==> src/rtl/cpu16_pkg.sv <==
// rtl/cpu16_pkg.sv - shared 16-bit CPU field layout, decode constants, ID/EX state and entry types
package cpu16_pkg;

  // Datapath widths of the 16-bit core.
  localparam int CPU_DATA_W = 16;
  localparam int CPU_REG_AW = 2;
  localparam int INSTR_W    = 16;

  // R-type instruction field positions (lsb) and widths.
  localparam int OPC_LSB   = 12;
  localparam int OPC_W     = 4;
  localparam int RS_LSB    = 10;
  localparam int RS_W      = 2;
  localparam int RT_LSB    = 8;
  localparam int RT_W      = 2;
  localparam int RD_LSB    = 6;
  localparam int RD_W      = 2;
  localparam int SHAMT_LSB = 2;
  localparam int SHAMT_W   = 4;
  localparam int FUNCT_LSB = 0;
  localparam int FUNCT_W   = 2;

  // Opcode/funct values that select the register-register shift path.
  localparam logic [OPC_W-1:0]   OPC_RTYPE = 4'b0000;
  localparam logic [FUNCT_W-1:0] FUNCT_SLL = 2'b00;

  // Occupancy of the two-entry ID/EX buffer.
  typedef enum logic [1:0] {
    ST_EMPTY = 2'b00,
    ST_ONE   = 2'b01,
    ST_FULL  = 2'b10
  } state_t;

  // Control fields produced by the decoder.
  typedef struct packed {
    logic [SHAMT_W-1:0]    shamt;
    logic [FUNCT_W-1:0]    funct;
    logic [OPC_W-1:0]      op;
    logic [CPU_REG_AW-1:0] rd;
    logic                  regwrite;
    logic                  isshift;
  } ctrl_t;

  // One held bundle: operands plus decoded control.
  typedef struct packed {
    logic [CPU_DATA_W-1:0] a;
    logic [CPU_DATA_W-1:0] b;
    ctrl_t                 ctrl;
  } entry_t;

  // Builds an entry from operand data and decoded control.
  function automatic entry_t make_entry(input logic [CPU_DATA_W-1:0] a,
                                        input logic [CPU_DATA_W-1:0] b,
                                        input ctrl_t ctrl);
    entry_t e;
    e.a    = a;
    e.b    = b;
    e.ctrl = ctrl;
    return e;
  endfunction

endpackage

==> src/rtl/id_ex_stage_if.sv <==
// rtl/id_ex_stage_if.sv - decode-side and execute-side handshake bundle of the ID/EX stage
interface id_ex_stage_if #(
  parameter int DATA_W = 16,
  parameter int REG_AW = 2
);

  // Decode side.
  logic              InValid;
  logic              InReady;
  logic [15:0]       Instr;
  logic [DATA_W-1:0] RsData;
  logic [DATA_W-1:0] RtData;
  logic              Flush;

  // Execute side.
  logic              OutValid;
  logic              OutReady;
  logic [DATA_W-1:0] ExA;
  logic [DATA_W-1:0] ExB;
  logic [3:0]        ExShamt;
  logic [1:0]        ExFunct;
  logic [3:0]        ExOp;
  logic [REG_AW-1:0] ExRd;
  logic              ExRegWrite;
  logic              ExIsShift;

  // Environment view: drives the instruction stream and the execute-side ready.
  modport master (
    output InValid, Instr, RsData, RtData, Flush, OutReady,
    input  InReady, OutValid, ExA, ExB, ExShamt, ExFunct, ExOp, ExRd,
           ExRegWrite, ExIsShift
  );

  // Stage view.
  modport slave (
    input  InValid, Instr, RsData, RtData, Flush, OutReady,
    output InReady, OutValid, ExA, ExB, ExShamt, ExFunct, ExOp, ExRd,
           ExRegWrite, ExIsShift
  );

endinterface

==> src/rtl/id_ex_stage_decode.sv <==
// rtl/id_ex_stage_decode.sv - combinational R-type field decode for the ID/EX stage
module id_ex_decode
  import cpu16_pkg::*;
(
  input  logic [INSTR_W-1:0] i_instr,
  output ctrl_t              o_ctrl
);

  logic [OPC_W-1:0]   w_op;
  logic [RD_W-1:0]    w_rd;
  logic [SHAMT_W-1:0] w_shamt;
  logic [FUNCT_W-1:0] w_funct;
  logic               w_unused_regaddr;

  assign w_op    = i_instr[OPC_LSB   +: OPC_W];
  assign w_rd    = i_instr[RD_LSB    +: RD_W];
  assign w_shamt = i_instr[SHAMT_LSB +: SHAMT_W];
  assign w_funct = i_instr[FUNCT_LSB +: FUNCT_W];

  // rs/rt address the register file upstream; only their read data reaches this stage.
  assign w_unused_regaddr = ^{i_instr[RS_LSB +: RS_W], i_instr[RT_LSB +: RT_W]};

  // Assemble control: R0 is hardwired zero, so a write to rd = 0 is suppressed here.
  always_comb begin
    o_ctrl          = '0;
    o_ctrl.op       = w_op;
    o_ctrl.rd       = w_rd;
    o_ctrl.shamt    = w_shamt;
    o_ctrl.funct    = w_funct;
    o_ctrl.isshift  = (w_op == OPC_RTYPE) && (w_funct == FUNCT_SLL);
    o_ctrl.regwrite = (w_op == OPC_RTYPE) && (w_rd != '0);
  end

endmodule

==> src/rtl/id_ex_stage.sv <==
// rtl/id_ex_stage.sv - registered ID/EX stage with two-entry skid buffer toward the execute unit
module id_ex_stage
  import cpu16_pkg::*;
#(
  parameter int DATA_W = CPU_DATA_W,
  parameter int REG_AW = CPU_REG_AW
) (
  input logic          Clock,
  input logic          Reset,
  id_ex_stage_if.slave bus
);

  ctrl_t  w_ctrl;
  entry_t w_new_entry;
  entry_t r_main;
  entry_t r_skid;
  state_t r_state;
  state_t w_state_nxt;

  logic w_accept;
  logic w_release;
  logic w_load_main;
  logic w_main_from_skid;
  logic w_load_skid;

  logic [DATA_W-1:0] w_ex_a;
  logic [DATA_W-1:0] w_ex_b;
  logic [REG_AW-1:0] w_ex_rd;

  id_ex_decode u_decode (
    .i_instr (bus.Instr),
    .o_ctrl  (w_ctrl)
  );

  assign w_new_entry = make_entry(bus.RsData, bus.RtData, w_ctrl);

  // Next occupancy and payload load enables; flush overrides every handshake.
  always_comb begin
    w_state_nxt      = r_state;
    w_load_main      = 1'b0;
    w_main_from_skid = 1'b0;
    w_load_skid      = 1'b0;
    w_accept         = bus.InValid & (r_state != ST_FULL);
    w_release        = bus.OutReady & (r_state != ST_EMPTY);

    if (bus.Flush) begin
      w_state_nxt = ST_EMPTY;
    end else begin
      case (r_state)
        ST_EMPTY: begin
          if (w_accept) begin
            w_load_main = 1'b1;
            w_state_nxt = ST_ONE;
          end
        end
        ST_ONE: begin
          case ({w_accept, w_release})
            2'b10: begin
              w_load_skid = 1'b1;
              w_state_nxt = ST_FULL;
            end
            2'b01: begin
              w_state_nxt = ST_EMPTY;
            end
            2'b11: begin
              // Old main leaves this cycle, the new instruction takes its place.
              w_load_main = 1'b1;
            end
            default: begin
              w_state_nxt = ST_ONE;
            end
          endcase
        end
        ST_FULL: begin
          // InReady is low here, so only a release can happen.
          if (w_release) begin
            w_load_main      = 1'b1;
            w_main_from_skid = 1'b1;
            w_state_nxt      = ST_ONE;
          end
        end
        default: begin
          w_state_nxt = ST_EMPTY;
        end
      endcase
    end
  end

  // Occupancy register.
  always_ff @(posedge Clock) begin
    if (!Reset) begin
      r_state <= ST_EMPTY;
    end else begin
      r_state <= w_state_nxt;
    end
  end

  // Payload registers; they hold while not enabled so a stalled bundle stays stable.
  always_ff @(posedge Clock) begin
    if (!Reset) begin
      r_main <= '0;
      r_skid <= '0;
    end else begin
      if (w_load_main) begin
        r_main <= w_main_from_skid ? r_skid : w_new_entry;
      end
      if (w_load_skid) begin
        r_skid <= w_new_entry;
      end
    end
  end

  // Handshake flags depend only on the occupancy register.
  assign bus.OutValid = (r_state != ST_EMPTY);
  assign bus.InReady  = (r_state != ST_FULL);

  assign w_ex_a  = r_main.a;
  assign w_ex_b  = r_main.b;
  assign w_ex_rd = r_main.ctrl.rd;

  assign bus.ExA        = w_ex_a;
  assign bus.ExB        = w_ex_b;
  assign bus.ExShamt    = r_main.ctrl.shamt;
  assign bus.ExFunct    = r_main.ctrl.funct;
  assign bus.ExOp       = r_main.ctrl.op;
  assign bus.ExRd       = w_ex_rd;
  assign bus.ExRegWrite = r_main.ctrl.regwrite;
  assign bus.ExIsShift  = r_main.ctrl.isshift;

endmodule

==> src/flat_wrapper.sv <==
// flat-port wrapper written by rule: the top's interface ports become plain ports
module id_ex_stage_flat import cpu16_pkg::*;
#(
  parameter int DATA_W = CPU_DATA_W,
  parameter int REG_AW = CPU_REG_AW
)
  (Clock, Reset, bus_InValid, bus_Instr, bus_RsData, bus_RtData, bus_Flush, bus_OutReady, bus_InReady, bus_OutValid, bus_ExA, bus_ExB, bus_ExShamt, bus_ExFunct, bus_ExOp, bus_ExRd, bus_ExRegWrite, bus_ExIsShift);
  id_ex_stage_if #(.DATA_W(DATA_W), .REG_AW(REG_AW)) bus_i ();
  input logic Clock;
  input logic Reset;
  input wire logic [$bits(bus_i.InValid)-1:0] bus_InValid;
  input wire logic [$bits(bus_i.Instr)-1:0] bus_Instr;
  input wire logic [$bits(bus_i.RsData)-1:0] bus_RsData;
  input wire logic [$bits(bus_i.RtData)-1:0] bus_RtData;
  input wire logic [$bits(bus_i.Flush)-1:0] bus_Flush;
  input wire logic [$bits(bus_i.OutReady)-1:0] bus_OutReady;
  output wire logic [$bits(bus_i.InReady)-1:0] bus_InReady;
  output wire logic [$bits(bus_i.OutValid)-1:0] bus_OutValid;
  output wire logic [$bits(bus_i.ExA)-1:0] bus_ExA;
  output wire logic [$bits(bus_i.ExB)-1:0] bus_ExB;
  output wire logic [$bits(bus_i.ExShamt)-1:0] bus_ExShamt;
  output wire logic [$bits(bus_i.ExFunct)-1:0] bus_ExFunct;
  output wire logic [$bits(bus_i.ExOp)-1:0] bus_ExOp;
  output wire logic [$bits(bus_i.ExRd)-1:0] bus_ExRd;
  output wire logic [$bits(bus_i.ExRegWrite)-1:0] bus_ExRegWrite;
  output wire logic [$bits(bus_i.ExIsShift)-1:0] bus_ExIsShift;
  assign bus_i.InValid = bus_InValid;
  assign bus_i.Instr = bus_Instr;
  assign bus_i.RsData = bus_RsData;
  assign bus_i.RtData = bus_RtData;
  assign bus_i.Flush = bus_Flush;
  assign bus_i.OutReady = bus_OutReady;
  assign bus_InReady = bus_i.InReady;
  assign bus_OutValid = bus_i.OutValid;
  assign bus_ExA = bus_i.ExA;
  assign bus_ExB = bus_i.ExB;
  assign bus_ExShamt = bus_i.ExShamt;
  assign bus_ExFunct = bus_i.ExFunct;
  assign bus_ExOp = bus_i.ExOp;
  assign bus_ExRd = bus_i.ExRd;
  assign bus_ExRegWrite = bus_i.ExRegWrite;
  assign bus_ExIsShift = bus_i.ExIsShift;
  id_ex_stage #(.DATA_W(DATA_W), .REG_AW(REG_AW)) u_core (.Clock(Clock), .Reset(Reset), .bus(bus_i));
endmodule
==> config.mk <==
export PLATFORM = sky130hd
export DESIGN_NAME = id_ex_stage_flat
export DESIGN_NICKNAME = d
export VERILOG_FILES = /design/src/rtl/cpu16_pkg.sv /design/src/rtl/id_ex_stage_if.sv /design/src/rtl/id_ex_stage_decode.sv /design/src/rtl/id_ex_stage.sv /design/src/flat_wrapper.sv
export SDC_FILE = /design/constraint.sdc
export NUM_CORES = 1
export LEC_CHECK = 0
export CORE_MARGIN = 1
export CORE_UTILIZATION = 35
export DETAILED_ROUTE_END_ITERATION = 8
export GPL_ROUTABILITY_DRIVEN = 0
export PLACE_DENSITY = 0.66
export RECOVER_POWER = 100
export SLEW_MARGIN = 20
export SYNTH_ARGS = -nofsm -noshare
export SYNTH_HDL_FRONTEND = slang
export SYNTH_HIERARCHICAL = 1
export SYNTH_SLANG_ARGS = --single-unit
==> constraint.sdc <==
create_clock -name Clock -period 5.2 [get_ports Clock]
set_input_delay 0.52 -clock Clock [delete_from_list [all_inputs] [get_ports Clock]]
set_output_delay 0.52 -clock Clock [all_outputs]
set_load 0.02 [all_outputs]
[Word-level counts from Yosys, hierarchy flattened]
Cells that the tools add are included.
Storage, ports and cells
  logic and storage cells: 53
  output and inout bits: 48
  register bits: 94
Operators by class
  eq/ne operators: 9
  multiplexer cells: 15
  reductions and logical operators: 9
  bitwise gates (word level): 3
Operator list (count)
  $mux 46: 1
  $pmux 2 s3: 2
  $mux 1: 9
  $eq 2x2->1 const B: 3
  $eq 2x1->1 const B: 2
  $logic_not 2->1: 2
  $logic_not 4->1: 1
  $mux 2: 2
  $ne 2x1->1 const B: 2
  $ne 2x2->1 const B: 2
  $reduce_bool 2->1: 2
  $pmux 1 s3: 1
  $reduce_and 3->1: 1
  $and 1x1->1: 2
  $logic_and 1x1->1: 2
  $reduce_or 2->1: 1
  $not 1->1: 1

[Logic depth before layout (Yosys ltp)]
Gate-level depths: netlist of the first run.
  depth after elaboration: 6
  depth in mapped cells: 10
  gate-level depth less buffers: 7

[Cells and area by module]
The synthesis of the first run kept the hierarchy.
Modules (own cells, without submodules)
  id_ex_stage: area an instance 3896.2 µm², cells each 427, instances 1
  id_ex_decode: area an instance 118.9 µm², cells each 16, instances 1

[Worst setup path after synthesis of the first run]
Ideal clock, no wire load.
  kind: flip-flop to flip-flop
  start: reg u_core.r_state[0]
  end: reg u_core/r_skid[20] (netlist bit)
  data arrival time: 1931 ps
  stages on the path, launching flop included: 11
  library setup time: 76 ps
  setup slack: 3194 ps
  period minus slack after synthesis: 2006 ps
  cell sequence: dfxtp_1 -> buf_4 -> or2_2 -> and2_1 -> inv_1 -> ha_1 -> nor4bb_1 -> buf_2 -> buf_4 -> nand2_1 -> a21boi_0
Between the ends
  longest elaborated chain between the ends: 6
  elaborated cells on any way between the ends: 9
  classes of those cells: 3 x eq/ne; 3 x mux; 2 x bitwise; 1 x reduce/logical
Ends and longest elaborated chain
  start, declared: line id_ex_stage.sv:17  | state_t r_state;
  start signal, assigned: line id_ex_stage.sv:94  | r_state <= w_state_nxt;
  $reduce_bool 2->1
  net bus_OutValid: line flat_wrapper.sv:18  | output wire logic [$bits(bus_i.OutValid)-1:0] bus_OutValid;
  $and 1x1->1: line id_ex_stage.sv:44  | w_release = bus.OutReady & (r_state != ST_EMPTY);
  $eq 2x2->1: line id_ex_stage.sv:57  | case ({w_accept, w_release})
  $mux 1: line id_ex_stage.sv:57
  $mux 1: line id_ex_stage.sv:49  | case (r_state)
  $mux 1: line id_ex_stage.sv:46  | if (bus.Flush) begin
  end signal, assigned: line id_ex_stage.sv:108  | r_skid <= w_new_entry;
  end, declared: line id_ex_stage.sv:16  | entry_t r_skid;
The timed path passes the listed nets, and every way through them passes these cells.
A chain may end at the register's enable or synchronous reset.

[Final worst setup path of the first run]
  start: reg u_core.r_state[1]
  end: reg u_core/r_skid[45] (netlist bit)
Between the ends
  longest elaborated chain between the ends: 6
  elaborated cells on any way between the ends: 9
  classes of those cells: 3 x eq/ne; 3 x mux; 2 x bitwise; 1 x reduce/logical
Ends and longest elaborated chain (line)
  $ne 2x2->1 or $reduce_bool 2->1 (tied branches): id_ex_stage.sv:43, id_ex_stage.sv:44
  $and 1x1->1, on equally long branches: id_ex_stage.sv:43, id_ex_stage.sv:44
  $eq 2x2->1: id_ex_stage.sv:57
  $mux 1: id_ex_stage.sv:57
  $mux 1 *: id_ex_stage.sv:49
  $mux 1 *: id_ex_stage.sv:46
Every way passes the cells marked *; elsewhere a longest branch is shown, timed or not.

==> metrics, run 1 <==
Ys Warns 6; total die area 11900 µm²; Via density 4.85; Setup Skew 0.00426 ns; Synth Instances 443; Critical-path top delay cell clkbuf_1; R2R depth 8; WP data arrival 3.88 ns; CTS tree yes; capture point of the worst path u_core/r_skid[45]; Via Count 3161; Final min period 3.63 ns; final non-filler cell total 652; ANT nets after route 0; grt total ovfl 0; final setup vio count 0; period utilisation layout 0.697; row count 38; post-synthesis sequential area ratio 0.469; status finished, violations left; layout cells sized above 1 0.0508; transition time at the pin with the least slew margin 1.63 ns; Setup crit end kind flop; fillers 1048; Required @ worst endpoint 5.45 ns; fmax 0.276 GHz; CTS resizes 0; clock sink total 94; global-route wire length before repair 14000 µm; setup bufs post-CTS 0; worst flop-to-flop path startpoint u_core/r_state[1]; vias in the first global route 3042; post-route DRC violation count 0; pwr dens 303 nW/µm²; CP max FO 31; number of synthesized register bits 94; Fin Hold WS 0.457 ns; max_cap viols 1; Hold WC Path Type reg2reg; Slew Limit Fails 93; DRT Wirelength 8600 µm; Worst R2R Setup Slack 1.57 ns; failing checks capacitance limit, slew limit; clock root buffer clkbuf_16; CP max stage delay 1.14 ns; Num CTS Buffers 9; RSZ-0062 raised after global routing no; Setup crit start kind flop; boundary pin count 101; clk slew on worst S/H paths 0.06 ns; CP startpoint u_core/r_state[1]; post-route design area 5180 µm²; 1st-iter DRT viols 145; PortBufs 96; largest net degree at the start of global routing 95; total nets after synthesis 499; Die Span Y 109 µm; CTS H-tree lvls 3; Avg Cell Area, Syn 9.06 µm²; GRT Util Overall 0.148; Post-layout nets 563; number of diodes 0; TritonRoute pass-1 iters 4; Mapped Area 4020 µm²; core area 11000 µm²; total power 1570 µW; antenna violations before repair 0; Layout area overhead 28.9%; Slew headroom -0.0858; r2r endpoint u_core/r_skid[45]; CTS Buffer Depth 2; Leak 0.00223 µW; Initial Utilization 0.364; Crit Path Class reg2reg; Peak VDD IR 186 µV; crit-path cells or2_2 -> and2_0 -> inv_1 -> ha_1 -> nor4bb_4 -> clkbuf_1 -> nand2_1 -> a21boi_0; Hold Fails Final Rpt 0; Setup TNS Final 0 ns; Area after DPL 4910 µm²; Die Wd 109 µm; clock latency on the worst-skew pair 0.33 ns; routed length per instance 13.2 µm; Cell Count Post-Placement 636; Post-DP HPWL 5280 µm; Yosys cell types 26; Hold Buf Count CTS 0
[cells in the final DEF (no fill, tap or decap), types with 2 or more instances in the layout]
cell,Yosys,layout
clkbuf_16,0,9
nand2b_1,2,2
dfxtp_1,94,94
nand2_1,92,92
inv_1,2,2
and2_0,0,2
o22ai_1,2,2
a21boi_0,33,45
ha_1,3,3
clkbuf_1,10,3
and3b_1,2,2
mux2i_1,48,48
clkinv_2,0,3
nor2_1,2,2
clkdlybuf4s50_1,0,47
buf_4,22,3
a21oi_1,46,46
dlygate4sd3_1,0,48
o21ai_0,12,45
[how the worst min path moves through the flow]
stage	startpoint	end	slack, ns	cells after the start
2_1_floorplan	u_core/r_skid[10]	u_core/r_skid[10]	0.43	2
3_3_place_gp	u_core/r_skid[14]	u_core/r_skid[14]	0.44	2
3_5_place_dp	u_core/r_skid[8]	u_core/r_skid[8]	0.44	2
4_1_cts	u_core/r_skid[8]	u_core/r_skid[8]	0.45	2
5_1_grt	u_core/r_skid[18]	u_core/r_skid[18]	0.49	2
6_report	u_core/r_skid[14]	u_core/r_skid[14]	0.46	2
[state kept, by name (all words and copies together), names as in the netlist]
name,cells
u_core/bus.ExA,16
u_core/bus.ExB,16
u_core/bus.ExRegWrite,1
u_core/bus.ExIsShift,1
u_core/bus.ExFunct,2
u_core/r_skid,46
u_core/r_state,2
u_core/bus.ExRd,2
u_core/bus.ExOp,4
u_core/bus.ExShamt,4
[layer usage]
metal / GRT usage / up-vias / wire length [µm]
met5: 0 / - / 0
met4: 0.0492 / 0 / 107
met3: 0.0341 / 8 / 352
met2: 0.254 / 63 / 4090
met1: 0.182 / 1460 / 4040
li1: - / 1630 / -
[logic make-up (layout without fill, tap and decap cells)]
logic type                 after synthesis  count (layout)  synth area share
muxes                                   48              48             0.120
buffers and inverters                   50             119            0.0801
and+or+nand+nor                        107             107             0.115
adders and majority gates                3               3           0.00935
AOI/OAI and AO/OA                      141             141             0.207
DFF                                     94              94             0.469
[cells in the mapped netlist]
library cell  instances  area, µm²
dfxtp_1              94       1880
nand2_1              92        345
mux2i_1              48        480
a21oi_1              46        230
o21ai_1              34        170
a21boi_0             33        248
buf_4                22        165
a21boi_1             13       97.6
o21ai_0              12       60.1
buf_2                11       55.1
clkbuf_1             10       37.5
buf_6                 5       56.3
ha_1                  3       37.5
and2_1                2       12.5
and3b_1               2       17.5
inv_1                 2       7.51
nand2b_1              2       12.5
nand4bb_1             2       22.5
nor2_1                2       7.51
o22ai_1               2       12.5
nand3b_1              1       7.51
nor3_2                1       10.0
nor4bb_1              1       10.0
o31ai_2               1       12.5
or2_2                 1       6.26
or4_4                 1       11.3
[per-stage QoR]
stage / util / setup slack, ns
3_5_place_dp: 0.446 / 2.02
5_1_grt: 0.469 / 1.15
3_3_place_gp: 0.446 / 2.07
2_1_floorplan: - / 3.19
4_1_cts: 0.470 / 2.28
6_report: 0.469 / 1.57
[worst max-delay path, delay by kind of cell (launching register included)]
kind                     cells  cell delay [ns]
AND/OR/NAND/NOR              4             1.46
AO/OA/AOI/OAI                1             0.21
adder cells (fa/ha/maj)      1             0.18
flip-flops                   1             0.44
buffers and inverters        2             1.23
[final cells by class]
class                      count  area, µm²  share of cell area
inverter                       2       7.51             0.00145
timing repair buffer         101        987               0.191
sequential                    94       1880               0.363
clock inverter                 4       22.5             0.00435
tap                          140        175              0.0338
clock buffer                  12        246              0.0476
multi-input combinational    299       1860               0.359
[where the power goes]
part / total (µW) / switching [µW] / internal [µW]
clock network: 600 / 265 / 335
registers: 766 / 14.1 / 751
logic: 202 / 104 / 98.2
Note: power is estimated with default switching activity, not from simulation.
==> run 2, diff against run 1 <==
--- a/config.mk
+++ b/config.mk
@@ -9,7 +9,7 @@
 export CORE_UTILIZATION = 35
 export DETAILED_ROUTE_END_ITERATION = 8
 export GPL_ROUTABILITY_DRIVEN = 0
-export PLACE_DENSITY = 0.66
+export PLACE_DENSITY = 0.69
 export RECOVER_POWER = 100
 export SLEW_MARGIN = 20
 export SYNTH_ARGS = -nofsm -noshare
==> constraint.sdc (replaced) <==
create_clock -name Clock -period 3.05 [get_ports Clock]
set_input_delay 0.305 -clock Clock [delete_from_list [all_inputs] [get_ports Clock]]
set_output_delay 0.305 -clock Clock [all_outputs]
set_load 0.02 [all_outputs]
==> metrics, run 2 (synthesis gave the netlist of run 1 again) <==
Setup crit end kind flop (unchanged); total die area 11900 µm² (unchanged); antenna violations before repair 0 (unchanged); DRT Wirelength 8990 µm (was 8600 µm); Setup TNS Final 0 ns (unchanged); max_cap viols 0 (was 1); max reg flops 46 (unchanged); number of diodes 0 (unchanged); boundary pin count 101 (unchanged); clock root buffer clkbuf_16 (unchanged); transition time at the pin with the least slew margin 0.699 ns (was 1.63 ns); Leak 0.00224 µW (was 0.00223 µW); Final min period 2.68 ns (was 3.63 ns); Setup Skew 0.00594 ns (was 0.00426 ns); routed length per instance 13.8 µm (was 13.2 µm); post-route design area 5200 µm² (was 5180 µm²); TritonRoute pass-1 iters 4 (unchanged); vias in the first global route 3144 (was 3042); Slew headroom 0.534 (was -0.0858); Post-layout nets 565 (was 563); Top reg by flops u_core/r_skid (unchanged); Num CTS Buffers 9 (unchanged); Crit Path Class reg2reg (unchanged); Required @ worst endpoint 3.25 ns (was 5.45 ns); CTS resizes 0 (unchanged); pwr dens 512 nW/µm² (was 303 nW/µm²); most frequent cells in the layout 94 x dfxtp_1, 92 x nand2_1, 48 x dlygate4sd3_1, 48 x mux2i_1, 47 x clkdlybuf4s50_1 (unchanged); core area 11000 µm² (unchanged); largest net degree at the start of global routing 93 (was 95); Fin Hold WS 0.452 ns (was 0.457 ns); most common cell after layout, fill and taps aside dfxtp_1 (unchanged); Die Wd 109 µm (unchanged); final core occ 0.472 (was 0.469); Area after DPL 4970 µm² (was 4910 µm²); row count 38 (unchanged); Slew Limit Fails 0 (was 93); GRT Util Overall 0.158 (was 0.148); PortBufs 96 (unchanged); clk slew on worst S/H paths 0.06 ns (about the same); clock latency on the worst-skew pair 0.33 ns (about the same); Peak VDD IR 236 µV (was 186 µV); CTS tree yes (unchanged); CTS Buffer Depth 2 (unchanged); grt total ovfl 0 (unchanged); ANT nets after route 0 (unchanged); Hold WC Path Type reg2reg (unchanged); Initial Utilization 0.364 (unchanged); fmax 0.373 GHz (was 0.276 GHz); Setup crit start kind flop (unchanged); WP data arrival 2.88 ns (was 3.88 ns); Hold Buf Count CTS 0 (unchanged); period utilisation layout 0.879 (was 0.697); clock sink total 94 (unchanged); Hold Fails Final Rpt 0 (unchanged); Layout area overhead 29.6% (was 28.9%); Via Count 3188 (was 3161); Die Span Y 109 µm (unchanged); global-route wire length before repair 14600 µm (was 14000 µm); Post-DP HPWL 5680 µm (was 5280 µm); post-route DRC violation count 0 (unchanged); status completed (was finished, violations left); RSZ-0062 raised after global routing no (unchanged); CP max FO 26 (was 31); 1st-iter DRT viols 125 (was 145); CTS H-tree lvls 3 (unchanged); layout cells sized above 1 0.0547 (was 0.0508); final setup vio count 0 (unchanged); setup bufs post-CTS 0 (unchanged); Via density 4.89 (was 4.85)
-- run 2: metrics by stage --
stage                     std cells  total power (µW)  setup WS, ns
after floorplan                 443              1530          1.04
after global placement          638              1700         0.477
after detailed placement        638              1710         0.467
after CTS                       652              2730         0.456
after global routing            652              2780         0.183
final                           652              2660         0.370
-- run 2: power by group --
group | internal, µW | switching (µW)
registers | 1280 | 25.8
logic | 171 | 177
clock network | 562 | 447
-- run 2: final cells by class --
cell class	instances	area (µm²)
fillers	1082	5830
clock buffers	10	239
multi-input cells	299	1840
repair buffers	103	1030
clock inverters	4	25.0
inverters	2	7.51
well taps	140	175
flip-flops and latches	94	1880
-- run 2: path summary, 6_finish.rpt --
| check | from | to | slack [ns] | depth (start not counted) |
|---|---|---|---|---|
| max reg2reg | u_core/r_state[1] | u_core/r_skid[4] | 0.37 | 8 |
| min | u_core/r_skid[11] | u_core/r_skid[11] | 0.45 | 2 |
| max | u_core/r_state[1] | u_core/r_skid[4] | 0.37 | 8 |
| min reg2reg | u_core/r_skid[11] | u_core/r_skid[11] | 0.45 | 2 |
-- run 2: per-layer routing --
layer	wire length (µm)	GRT usage
met5	0	0
met4	144	0.0685
met1	4160	0.191
met3	352	0.0389
met2	4330	0.263
-- run 2: worst max-delay path: stages, from the launching register on --
cell	delay, ns
dfxtp_1	0.42
or2_2	0.34
and2_1	0.17
inv_1	0.08
ha_1	0.18
nand4bb_2	0.57
buf_2	0.53
nand2_1	0.13
a21boi_0	0.10
==> run 3, diff against run 2 <==
--- a/config.mk
+++ b/config.mk
@@ -10,7 +10,7 @@
 export DETAILED_ROUTE_END_ITERATION = 8
 export GPL_ROUTABILITY_DRIVEN = 0
 export PLACE_DENSITY = 0.69
-export RECOVER_POWER = 100
+export RECOVER_POWER = 50
 export SLEW_MARGIN = 20
 export SYNTH_ARGS = -nofsm -noshare
 export SYNTH_HDL_FRONTEND = slang
==> metrics, run 3 (synthesis gave the netlist of run 1 again) <==
Num CTS Buffers 9 (unchanged); CTS H-tree lvls 3 (unchanged); clock latency on the worst-skew pair 0.33 ns (about the same); worst flop-to-flop path startpoint u_core/r_state[1] (unchanged); core area 11000 µm² (unchanged); Setup TNS Final 0 ns (unchanged); sw frac 0.243 (was 0.244); Hold Buf Count CTS 0 (unchanged); status completed (unchanged); fillers 1081 (was 1082); Setup crit end kind flop (unchanged); TritonRoute pass-1 iters 4 (unchanged); most common cell after layout, fill and taps aside dfxtp_1 (unchanged); CTS resizes 0 (unchanged); vias in the first global route 3144 (unchanged); Hold Fails Final Rpt 0 (unchanged); boundary pin count 101 (unchanged); Setup Skew 0.00561 ns (was 0.00594 ns); CTS tree yes (unchanged); ANT nets after route 0 (unchanged); pwr dens 511 nW/µm² (was 512 nW/µm²); Slew Limit Fails 0 (unchanged); clock sink total 94 (unchanged); part of the power in the clock network 0.377 (was 0.379); CTS Buffer Depth 2 (unchanged); row count 38 (unchanged); Hold WC Path Type reg2reg (unchanged); number of diodes 0 (unchanged); largest net degree at the start of global routing 93 (unchanged); grt total ovfl 0 (unchanged); Initial Utilization 0.364 (unchanged); Via density 4.89 (about the same); internal power 2020 µW (was 2010 µW); GRT Util Overall 0.158 (unchanged); Required @ worst endpoint 3.25 ns (about the same); Crit Path Class reg2reg (unchanged); RSZ-0062 raised after global routing no (unchanged); antenna violations before repair 0 (unchanged); DRT Wirelength 8960 µm (was 8990 µm); Leak 0.00226 µW (was 0.00224 µW); setup bufs post-CTS 0 (unchanged); routed length per instance 13.7 µm (was 13.8 µm); Die Span Y 109 µm (unchanged); Flop pwr share 0.491 (about the same); Die Wd 109 µm (unchanged); fmax 0.397 GHz (was 0.373 GHz); Final min period 2.52 ns (was 2.68 ns); Register Area 1880 µm² (unchanged); Post-DP HPWL 5680 µm (unchanged); total die area 11900 µm² (unchanged); final setup vio count 0 (unchanged); CP startpoint u_core/r_state[1] (unchanged); multi-input combinational cell area 1840 µm² (unchanged); clk slew on worst S/H paths 0.06 ns (about the same); Top reg by flops u_core/r_skid (unchanged); post-route DRC violation count 0 (unchanged); startpoint of the worst hold path u_core/r_skid[14] (was u_core/r_skid[11]); transition time at the pin with the least slew margin 0.727 ns (was 0.699 ns); Slew headroom 0.515 (was 0.534); global-route wire length before repair 14600 µm (unchanged); CP max FO 26 (unchanged); most frequent cells in the layout 94 x dfxtp_1, 92 x nand2_1, 48 x dlygate4sd3_1, 48 x mux2i_1, 47 x clkdlybuf4s50_1 (unchanged); max reg flops 46 (unchanged); total power 2660 µW (about the same); clock root buffer clkbuf_16 (unchanged); Layout area overhead 29.9% (was 29.6%); max_cap viols 0 (unchanged); Peak VDD IR 236 µV (about the same); Comb power frac 0.132 (was 0.131); Via Count 3189 (was 3188); Net Sw Power 649 µW (was 650 µW); WP data arrival 2.72 ns (was 2.88 ns); Setup crit start kind flop (unchanged); period utilisation layout 0.825 (was 0.879); 1st-iter DRT viols 144 (was 125); PortBufs 96 (unchanged); Post-layout nets 565 (unchanged); layout cells sized above 1 0.0547 (unchanged)
[run 3: cell counts in the layout (fill, tap and decap cells not counted)]
No cell type changed its count.
[run 3: per-stage QoR]
step / area, µm² / utilization / instances / hold WS [ns] / setup WS [ns]
3_3_place_gp: 4970 / 0.450 / 638 / 0.440 / 0.477
2_1_floorplan: 4020 / - / 443 / 0.434 / 1.04
4_1_cts: 5230 / 0.474 / 652 / 0.455 / 0.456
3_5_place_dp: 4970 / 0.450 / 638 / 0.446 / 0.467
5_1_grt: 5220 / 0.473 / 652 / 0.476 / 0.357
6_report: 5220 / 0.473 / 652 / 0.451 / 0.533
[run 3: area by class of cell]
cell class	instances	share of cell area
clock buffer	10	0.0458
clock inverter	4	0.00480
inverter	2	0.00144
multi-input combinational	299	0.353
sequential	94	0.361
tap	140	0.0336
timing repair buffer	103	0.200
[run 3: layer usage]
| metal | global-route usage | vias to the layer above | routed length, µm |
|---|---|---|---|
| met4 | 0.0685 | 0 | 144 |
| met5 | 0 | - | 0 |
| met3 | 0.0389 | 12 | 354 |
| met2 | 0.263 | 61 | 4360 |
| li1 | - | 1637 | - |
| met1 | 0.191 | 1479 | 4100 |
[run 3: worst paths after layout]
kind | endpoint | slack, ns | cells past startpoint
worst min-delay path | u_core/r_skid[14] | 0.45 | 2
worst max register to register | u_core/r_skid[4] | 0.53 | 8
worst min register to register | u_core/r_skid[14] | 0.45 | 2
worst max-delay path | u_core/r_skid[4] | 0.53 | 8
[run 3: worst max-delay path, cell delays in order (launching register included)]
cell and delay, ns:
dfxtp_1 0.42, or2_2 0.34, and2_1 0.17, inv_1 0.08
ha_1 0.18, nand4bb_2 0.59, buf_12 0.41, nand2_1 0.07
a21boi_0 0.10
[run 3: power by group through the flow]
stage               combinational, µW  sequential [µW]  clock (µW)
floorplan                         146             1390           0
global placement                  368             1340           0
detailed placement                375             1340           0
CTS                               377             1310        1040
global route                      383             1310        1090
finish                            352             1310        1010
